File: src/rtl/seq_shift_unit.sv
// Sequential 32-bit shifter: LSL/LSR/ASR/ROR performed one bit per clock.
// A request is captured in IDLE or DONE, shifted in SHIFT, and published in DONE.
module seq_shift_unit (
  input  logic        clk,
  input  logic        rst_n,
  input  logic        start,
  input  logic [1:0]  op,
  input  logic [31:0] a,
  input  logic [31:0] b,
  output logic        busy,
  output logic        done,
  output logic [31:0] out
);

  // Handshake: start is sampled only while busy=0 (IDLE or DONE); once accepted,
  // busy stays high for n+1 cycles, then done pulses for exactly one cycle with
  // the result already on out. start seen while busy=1 is dropped, not queued.

  localparam logic [1:0] OP_LSL = 2'b00;
  localparam logic [1:0] OP_LSR = 2'b01;
  localparam logic [1:0] OP_ASR = 2'b10;
  localparam logic [1:0] OP_ROR = 2'b11;

  typedef enum logic [1:0] {
    IDLE  = 2'd0,
    SHIFT = 2'd1,
    DONE  = 2'd2
  } state_t;

  state_t      state, state_nxt;
  logic [31:0] work, work_nxt;
  logic [31:0] out_nxt;
  logic [1:0]  op_q, op_nxt;
  logic [5:0]  cnt, cnt_nxt;
  logic [5:0]  n_eff;
  logic [31:0] step;

  // Rotates wrap modulo 32; other shifts saturate at 32, which fully flushes the word.
  always_comb begin
    if (op == OP_ROR || b[31:5] == 27'd0) n_eff = {1'b0, b[4:0]};
    else                                  n_eff = 6'd32;
  end

  always_comb begin
    step = work;
    case (op_q)
      OP_LSL:  step = {work[30:0], 1'b0};
      OP_LSR:  step = {1'b0, work[31:1]};
      OP_ASR:  step = {work[31], work[31:1]};
      OP_ROR:  step = {work[0], work[31:1]};
      default: step = work;
    endcase
  end

  always_comb begin
    state_nxt = state;
    work_nxt  = work;
    op_nxt    = op_q;
    cnt_nxt   = cnt;
    out_nxt   = out;
    case (state)
      IDLE, DONE: begin
        if (start) begin
          work_nxt  = a;
          op_nxt    = op;
          cnt_nxt   = n_eff;
          state_nxt = SHIFT;
        end else begin
          state_nxt = IDLE;
        end
      end
      SHIFT: begin
        if (cnt == 6'd0) begin
          out_nxt   = work;
          state_nxt = DONE;
        end else begin
          work_nxt = step;
          cnt_nxt  = cnt - 6'd1;
        end
      end
      default: state_nxt = IDLE;
    endcase
  end

  always_ff @(posedge clk or negedge rst_n) begin
    if (!rst_n) state <= IDLE;
    else        state <= state_nxt;
  end

  always_ff @(posedge clk or negedge rst_n) begin
    if (!rst_n) begin
      work <= 32'd0;
      op_q <= OP_LSL;
      cnt  <= 6'd0;
      out  <= 32'd0;
    end else begin
      work <= work_nxt;
      op_q <= op_nxt;
      cnt  <= cnt_nxt;
      out  <= out_nxt;
    end
  end

  assign busy = (state == SHIFT);
  assign done = (state == DONE);

endmodule
File: config.mk
export PLATFORM = sky130hd
export DESIGN_NAME = seq_shift_unit
export DESIGN_NICKNAME = d
export VERILOG_FILES = /design/src/rtl/seq_shift_unit.sv
export SDC_FILE = /design/constraint.sdc
export NUM_CORES = 1
export LEC_CHECK = 0
export BUFFER_PORTS_ARGS = -buffer_cell sky130_fd_sc_hd__buf_2
export CAP_MARGIN = 20
export CORE_MARGIN = 2
export CORE_UTILIZATION = 40
export DETAILED_ROUTE_END_ITERATION = 8
export GPL_TIMING_DRIVEN = 0
export SLEW_MARGIN = 0
export SYNTH_ARGS = -nofsm -noshare
export SYNTH_HDL_FRONTEND = slang
export SYNTH_SLANG_ARGS = --single-unit
File: constraint.sdc
create_clock -name clk -period 3.4 [get_ports clk]
set_input_delay 0.51 -clock clk [delete_from_list [all_inputs] [get_ports clk]]
set_output_delay 0.51 -clock clk [all_outputs]
set_load 0.05 [all_outputs]
Yosys cells after proc, flatten, opt, wreduce, memory -nomap -nowiden
Cells that the tools add are included.

storage, ports and cells
  bits in registers = 74
  bits in latches = 0
  memory bits (writable) = 0
  ROM bits = 0
  output and inout bits = 34
  word-level logic and storage cells = 39
  memories = 0

operators by class
  add/sub/neg operators = 1
  $mul = 0
  div/mod/pow operators = 0
  magnitude comparators = 0
  equal/unequal tests = 10
  shift-type cells = 0
  mux-type cells = 11
  bitwise logic cells = 0
  reductions and logical operators = 11

operator list
  cell                 number
  $pmux 32 s4          1
  $mux 32              2
  $pmux 32 s2          1
  $logic_not 27->1     1
  $mux 6               3
  $pmux 6 s2           1
  $eq 2x2->1 const B   4
  $logic_not 6->1      1
  $ne 2x2->1 const B   3
  $sub 6x1->6 const B  1
  $eq 2x1->1 const B   2
  $logic_not 2->1      2
  $pmux 2 s2           1
  $reduce_and 2->1     2
  $reduce_and 4->1     1
  $reduce_and 3->1     1
  $mux 2               1
  $ne 2x1->1 const B   1
  $reduce_bool 2->1    1
  $reduce_or 2->1      1
  $logic_or 1x1->1     1
  $mux 1               1

Longest topological paths before layout
Gate-level depths: netlist of the first run.

  depth after elaboration = 5
  mapped depth = 7

Least setup slack after synthesis of the first run
No wires, ideal clock.

  path type = register to register
  from = register cnt[0]
  to = register out[12]
  data arrival time = 1.623 ns
  required time = 3.275 ns
  path slack = 1.652 ns
  cell stages (with the launch flop) = 8
  cell sequence = dfrtp_1 -> inv_1 -> ha_1 -> nor3b_2 -> and3_1 -> buf_6 -> buf_12 -> mux2_2

between the ends
  word-level cells in the longest chain between the ends = 2

RTL lines
  what                               RTL line  RTL
  from (decl)                        34        logic [5:0] cnt, cnt_nxt;
  from (signal assigned)             99        cnt <= cnt_nxt;
  $logic_not 6->1                    73        if (cnt == 6'd0) begin
  $reduce_and 2->1 (no source line)  --
  to (signal assigned)               100       out <= out_nxt;
  to (decl)                          12        output logic [31:0] out

No other way between the ends.
A chain may end at the register's enable or synchronous reset.

Final worst setup path of the first run
  from = register cnt[0]
  to = register out[4]

The elaborated chain is that of the path after synthesis.

==> results.yml, run 1 <==
layout:
  nets: 502
  area_growth_pct: 22.4
  insertedDiodeCount: 0
  multi_input_area_mm2: 0.00188
  seqCellArea_mm2: 0.00185
  fillCellCount: 936
  drive_gt1_share_pct: 46.2
clocking:
  clkSinkCount: 74
  postCtsSetupBuffers: 0
  hold_buffers: 0
  numCtsBuffers: 9
  clockBufferDepth: 2
  htree_num_levels: 3
  post_cts_resized: 0
  clk_latency_ps: 340
  worst_setup_hold_path_clk_slew_ps: 80
  cts_root_buffer: "clkbuf_8"
  cts_tree: "built"
logic_synthesis:
  synth_top_cell_area_share_pct: 47.3
  syn_inst: 317
  syn_nets: 388
  seq_area_frac_synth_pct: 47.3
  synthTopCellsByArea: "dfrtp_1, mux2_4, mux2i_1"
  synth.distinct_cells: 37
  ys.flop_type: "dfrtp_1"
  syn_avg_cell_area_um2: 12.4
  ys.warnings.count: 0
  syn_area_mm2: 0.00392
  yosysTopAreaCell: "dfrtp_1"
  ys_seq_elements: 74
  async_flop_share_pct: 100
  synth_edf_count: 0
floorplanning:
  dieHeight_um: 103
  initial_core_util_pct: 40.6
  io_pins: 103
  design.core.area_mm2: 0.00964
  fp.dieW_um: 103
  fp-row-count: 36
  die_area_mm2: 0.0106
worst_setup_path:
  worst-path-buf-inv: 3
  arrival_ps: 2120
  r2r_cells: 7
  crit_chain: "inv_1 > ha_1 > nor3b_2 > and3_1 > buf_6 > buf_12 > mux2_2"
  required_ps: 3620
  crit_path_top_delay_cell: "dfrtp_1"
  crit_path_end_kind: "flop"
  critical_path.top_delay_family: "simple AND/OR/NAND/NOR gates"
  crit_type: "flop to flop"
  worstSetupPathDepth: 7
  slowest_delay_ps: 410
  crit_fanout: 10
  cp-start-kind: "flop"
pwr:
  p_clk_share_pct: 11.2
  p_leak_nw: 2.32
  netSwitchingFraction_pct: 43.8
  pwr-share-comb_pct: 57.1
  power.switching_mw: 2.35
  p_per_area_mw_per_mm2: 1120
  total_power_mw: 5.37
  p_seq_share_pct: 31.7
  vdd_drop_max_v: 0.000442
  p_int_mw: 3.02
global_routing:
  antenna_found_initial: 0
  overflow: 0
  first_global_vias: 2852
  grt_pass1_wl_um: 14100
  gr-usage-all-layers_pct: 17.2
  grt_max_degree: 46
placed_design:
  finalWeightedCongestion: 0.756
  portBuffers: 102
  dpl.hpwl_um: 6240
hold_path:
  hold_class: "input port to async pin"
timing:
  fmax_mhz: 527
  slew_violations: 0
  rsz0062_at_grt: "no"
  timing.setup.tns_ps: 0
  finalCritPeriodShare_pct: 55.8
  hold_ws_ps: 87.8
  slew_headroom_pct: 61.9
  fin_skew_ps: 10.1
  hold_viol: 0
  min_period_ps: 1900
  worst_slew_pin_slew_ps: 572
  finalSetupViolCount: 0
drt:
  totalWireLength_um: 8560
  vias_per_cell: 4.98
  wl_per_cell_um: 15.1
  antenna_left: 0
  num_vias: 2828
  drc_errors: 0
  drt_first_pass_iters: 4
  drtIter0Drc: 53
status:
  status: "finished, final reports clean"
flow_run:
  drv_cap: 0
power groups by stage:
stage          combinational [mW]  sequential [mW]  clock [mW]
2_1_floorplan                1.85             2.30           0
3_3_place_gp                 3.03             1.70           0
3_5_place_dp                 3.10             1.72           0
4_1_cts                      3.11             1.70       0.621
5_1_grt                      3.31             1.76       0.659
6_report                     3.07             1.70       0.602
logic make-up after synthesis:
family / synth area share, %
AO/OA/AOI/OAI: 7.98
buffers and inverters: 4.69
flip-flops: 47.3
multiplexers: 31.1
AND/OR/NAND/NOR: 8.30
adder cells (fa/ha/maj): 0.639
placed cells by master (no fill, tap or decap), types with 4 or more instances in the layout:
cell | synthesis | layout
buf_2 | 0 | 101
dfrtp_1 | 74 | 74
mux2_4 | 42 | 42
o21ai_0 | 39 | 39
nand2_1 | 38 | 38
mux2i_1 | 34 | 34
mux2_2 | 22 | 22
clkbuf_8 | 0 | 10
clkbuf_1 | 7 | 7
nor4_1 | 7 | 7
buf_6 | 5 | 5
inv_1 | 4 | 4
buf_4 | 3 | 4
metrics by stage:
stage	instances	utilization, %	worst slack, ps	instance area, µm²
6_report	568	49.7	1500	4790
3_5_place_dp	553	48.0	1500	4620
4_1_cts	568	49.7	1480	4790
5_1_grt	568	49.7	1390	4790
2_1_floorplan	317	-	1650	3920
3_3_place_gp	552	47.7	1280	4590
per-layer routing:
layer	global-route usage [%]	vias to the layer above	wire length (µm)
met1	24.0	1355	4090
met2	26.4	97	3860
met4	5.16	0	127
met5	0	-	0
met3	4.41	11	490
li1	-	1365	-
worst paths after layout:
check	startpoint	endpoint	slack, ps
setup reg to reg	cnt[0]	out[4]	1500
hold / removal	rst_n	out[8]	90
hold reg to reg	out[13]	out[13]	510
min in group clk	op[1]	op_q[1]	390
setup / recovery	cnt[0]	out[4]	1500
max in group asynchronous	rst_n	op_q[1]	2740
cells in the mapped netlist (2+ instances only):
| library cell | number |
|---|---|
| a22oi_1 | 2 |
| buf_4 | 3 |
| nand4_1 | 3 |
| mux2_2 | 22 |
| ha_1 | 2 |
| nor3_1 | 2 |
| clkbuf_1 | 7 |
| nand2_1 | 38 |
| nor4_1 | 7 |
| a21oi_1 | 3 |
| a31oi_1 | 2 |
| nor2_2 | 2 |
| o21ai_0 | 39 |
| mux2i_1 | 34 |
| buf_6 | 5 |
| nand3_1 | 2 |
| nor2b_1 | 3 |
| dfrtp_1 | 74 |
| mux2_4 | 42 |
| inv_1 | 4 |
| nor2_1 | 3 |
| buf_12 | 3 |
layout make-up:
cell class	count	share of cell area (%)
multi-input combinational	220	39.3
tap	133	3.47
clock buffer	10	2.87
clock inverter	5	0.653
inverter	5	0.392
timing repair buffer	103	11.3
sequential	74	38.6
buffer	18	3.45
flip-flops by register name, summed over array words and instances (netlist names):
| name | cells |
|---|---|
| cnt | 6 |
| op_q | 2 |
| out | 32 |
| state | 2 |
| work | 32 |
No activity file was read; power rests on OpenSTA's default activity.
==> inputs of run 2 (changes only) <==
- PLACE_DENSITY: unset -> 0.66
- clock period: 3.4 -> 1.7 ns (I/O delays scaled with it)
==> run 2 against run 1 <==
Net effect: the flow now finishes with violations (negative setup slack); cell count up 2.6%; sequential share of layout area down 2.2 points; clock power up 130%; clock skew up 1.6 ps.
==> results.yml, run 2 (same netlist as run 1, synthesis figures left out) <==
clocking:
  clkSinkCount: 74
  numCtsBuffers: 9
  clockBufferDepth: 2
  cts_root_buffer: "clkbuf_8"
  worst_setup_hold_path_clk_slew_ps: 80
  htree_num_levels: 3
  cts_tree: "built"
  clk_latency_ps: 360
drt:
  drt_first_pass_iters: 4
  num_vias: 2878
  drtIter0Drc: 114
  wl_per_cell_um: 15.6
  vias_per_cell: 4.94
  totalWireLength_um: 9100
  antenna_left: 0
  drc_errors: 0
layout:
  fillCellCount: 929
  area_growth_pct: 29.7
  final_common_cell: "buf_2"
  final_core_util_pct: 52.7
  finish.instance_area_mm2: 0.00508
  drive_gt1_share_pct: 48.7
  nets: 516
  reg.largest.list: "out x32, work x32, cnt x6"
  layout_common_cells: "buf_2, dfrtp_1, mux2_4"
  insertedDiodeCount: 0
timing:
  hold_viol: 0
  fin_skew_ps: 11.8
  setup_ws_ps: -68.1
  rsz0062_at_grt: "yes"
  min_period_ps: 1770
  slew_headroom_pct: 65.5
  finalSetupViolCount: 59
  slew_violations: 0
  fmax_mhz: 566
  worst_slew_pin_slew_ps: 513
  timing.setup.tns_ps: -1590
  finalCritPeriodShare_pct: 104
pwr:
  p_leak_nw: 2.46
  p_per_area_mw_per_mm2: 2290
  vdd_drop_max_v: 0.000777
  total_power_mw: 11.6
worst_setup_path:
  crit_fanout: 10
  required_ps: 1940
  crit_path_top_delay_cell: "dfrtp_1"
  slowest_delay_ps: 400
  cp-start-kind: "flop"
  crit_path_end_kind: "flop"
  crit_chain: "inv_2 > ha_4 > nor3b_4 > and3_4 > buf_12 > mux2_2"
  crit_type: "flop to flop"
  arrival_ps: 2010
floorplanning:
  design.core.area_mm2: 0.00964
  io_pins: 103
  die_area_mm2: 0.0106
  fp.dieW_um: 103
  initial_core_util_pct: 40.6
  fp-row-count: 36
  dieHeight_um: 103
global_routing:
  gr-usage-all-layers_pct: 18.0
  grt_pass1_wl_um: 14600
  overflow: 0
  antenna_found_initial: 0
  grt_max_degree: 43
  first_global_vias: 2933
placed_design:
  dpl_worst_slack_ps: -127
  place_area_mm2: 0.00464
  dpl.hpwl_um: 6510
  finalWeightedCongestion: 0.795
  portBuffers: 102
hold_path:
  hold_class: "input port to flop"
status:
  failed_checks: "negative setup slack"
  status: "finished, violations left"
flow_run:
  drv_cap: 0
==> run 2: cell types whose count changed in the layout (fill, tap and decap cells not counted), moves of 2 or more <==
cell       delta
buf_4        +10
buf_12        +4
mux2_2       -10
clkinv_2      -2
clkbuf_16     +3
buf_6         -3
mux2_4       +10
inv_1         -2
==> run 2: power breakdown <==
group	total (mW)	switching (mW)	internal [mW]
sequential	3.42	0.753	2.67
clock	1.37	0.689	0.680
combinational	6.83	3.52	3.30
total	11.6	4.97	6.65
==> run 2: layout make-up <==
type | instances | area, µm² | share of cell area [%]
Clock buffer | 10 | 128 | 2.51
Clock inverter | 6 | 67.6 | 1.33
Timing Repair Buffer | 118 | 704 | 13.9
Sequential cell | 74 | 1850 | 36.5
Tap cell | 133 | 166 | 3.28
Buffer | 17 | 180 | 3.55
Multi-Input combinational cell | 220 | 1960 | 38.6
Inverter | 5 | 21.3 | 0.419
==> run 2: per-layer routing <==
metal / up-vias / wire length (µm) / global-route usage (%)
met3: 7 / 463 / 4.81
met1: 1385 / 4280 / 24.4
met4: 0 / 101 / 5.26
met2: 89 / 4250 / 28.5
met5: - / 0 / 0
li1: 1397 / - / -
==> run 2: critical path: cells and delay by family, from the launching register on <==
family | cells | cell delay [ps]
simple gates | 2 | 540
fa+ha+maj | 1 | 130
buf+inv | 2 | 250
mux | 1 | 330
flops | 1 | 400
==> run 2: path summary, 6_finish.rpt <==
check | startpoint | endpoint | slack (ps) | depth (start not counted)
min in group asynchronous | rst_n | out[7] | 380 | 2
setup / recovery | cnt[1] | out[14] | -70 | 6
hold / removal | op[1] | op_q[1] | 110 | 3
max in group asynchronous | rst_n | work[13] | 730 | 3
setup reg to reg | cnt[1] | out[14] | -70 | 6
hold reg to reg | out[12] | out[12] | 500 | 1
==> run 2: what timing repair did <==
item / in CTS / in global routing
resized for setup: 14 / 8
pin swaps: 2 / 2
hold buffers: 1 / 0
setup buffers: 6 / 5
gates cloned: 0 / 3
hold endpoints to repair: 32 / 0
endpoints found under the setup margin: 57 / 64
==> run 2: stage by stage <==
step	std cells	hold slack, ps
2_1_floorplan	317	-40.6
3_3_place_gp	552	485
3_5_place_dp	553	235
4_1_cts	576	108
5_1_grt	583	114
6_report	583	111
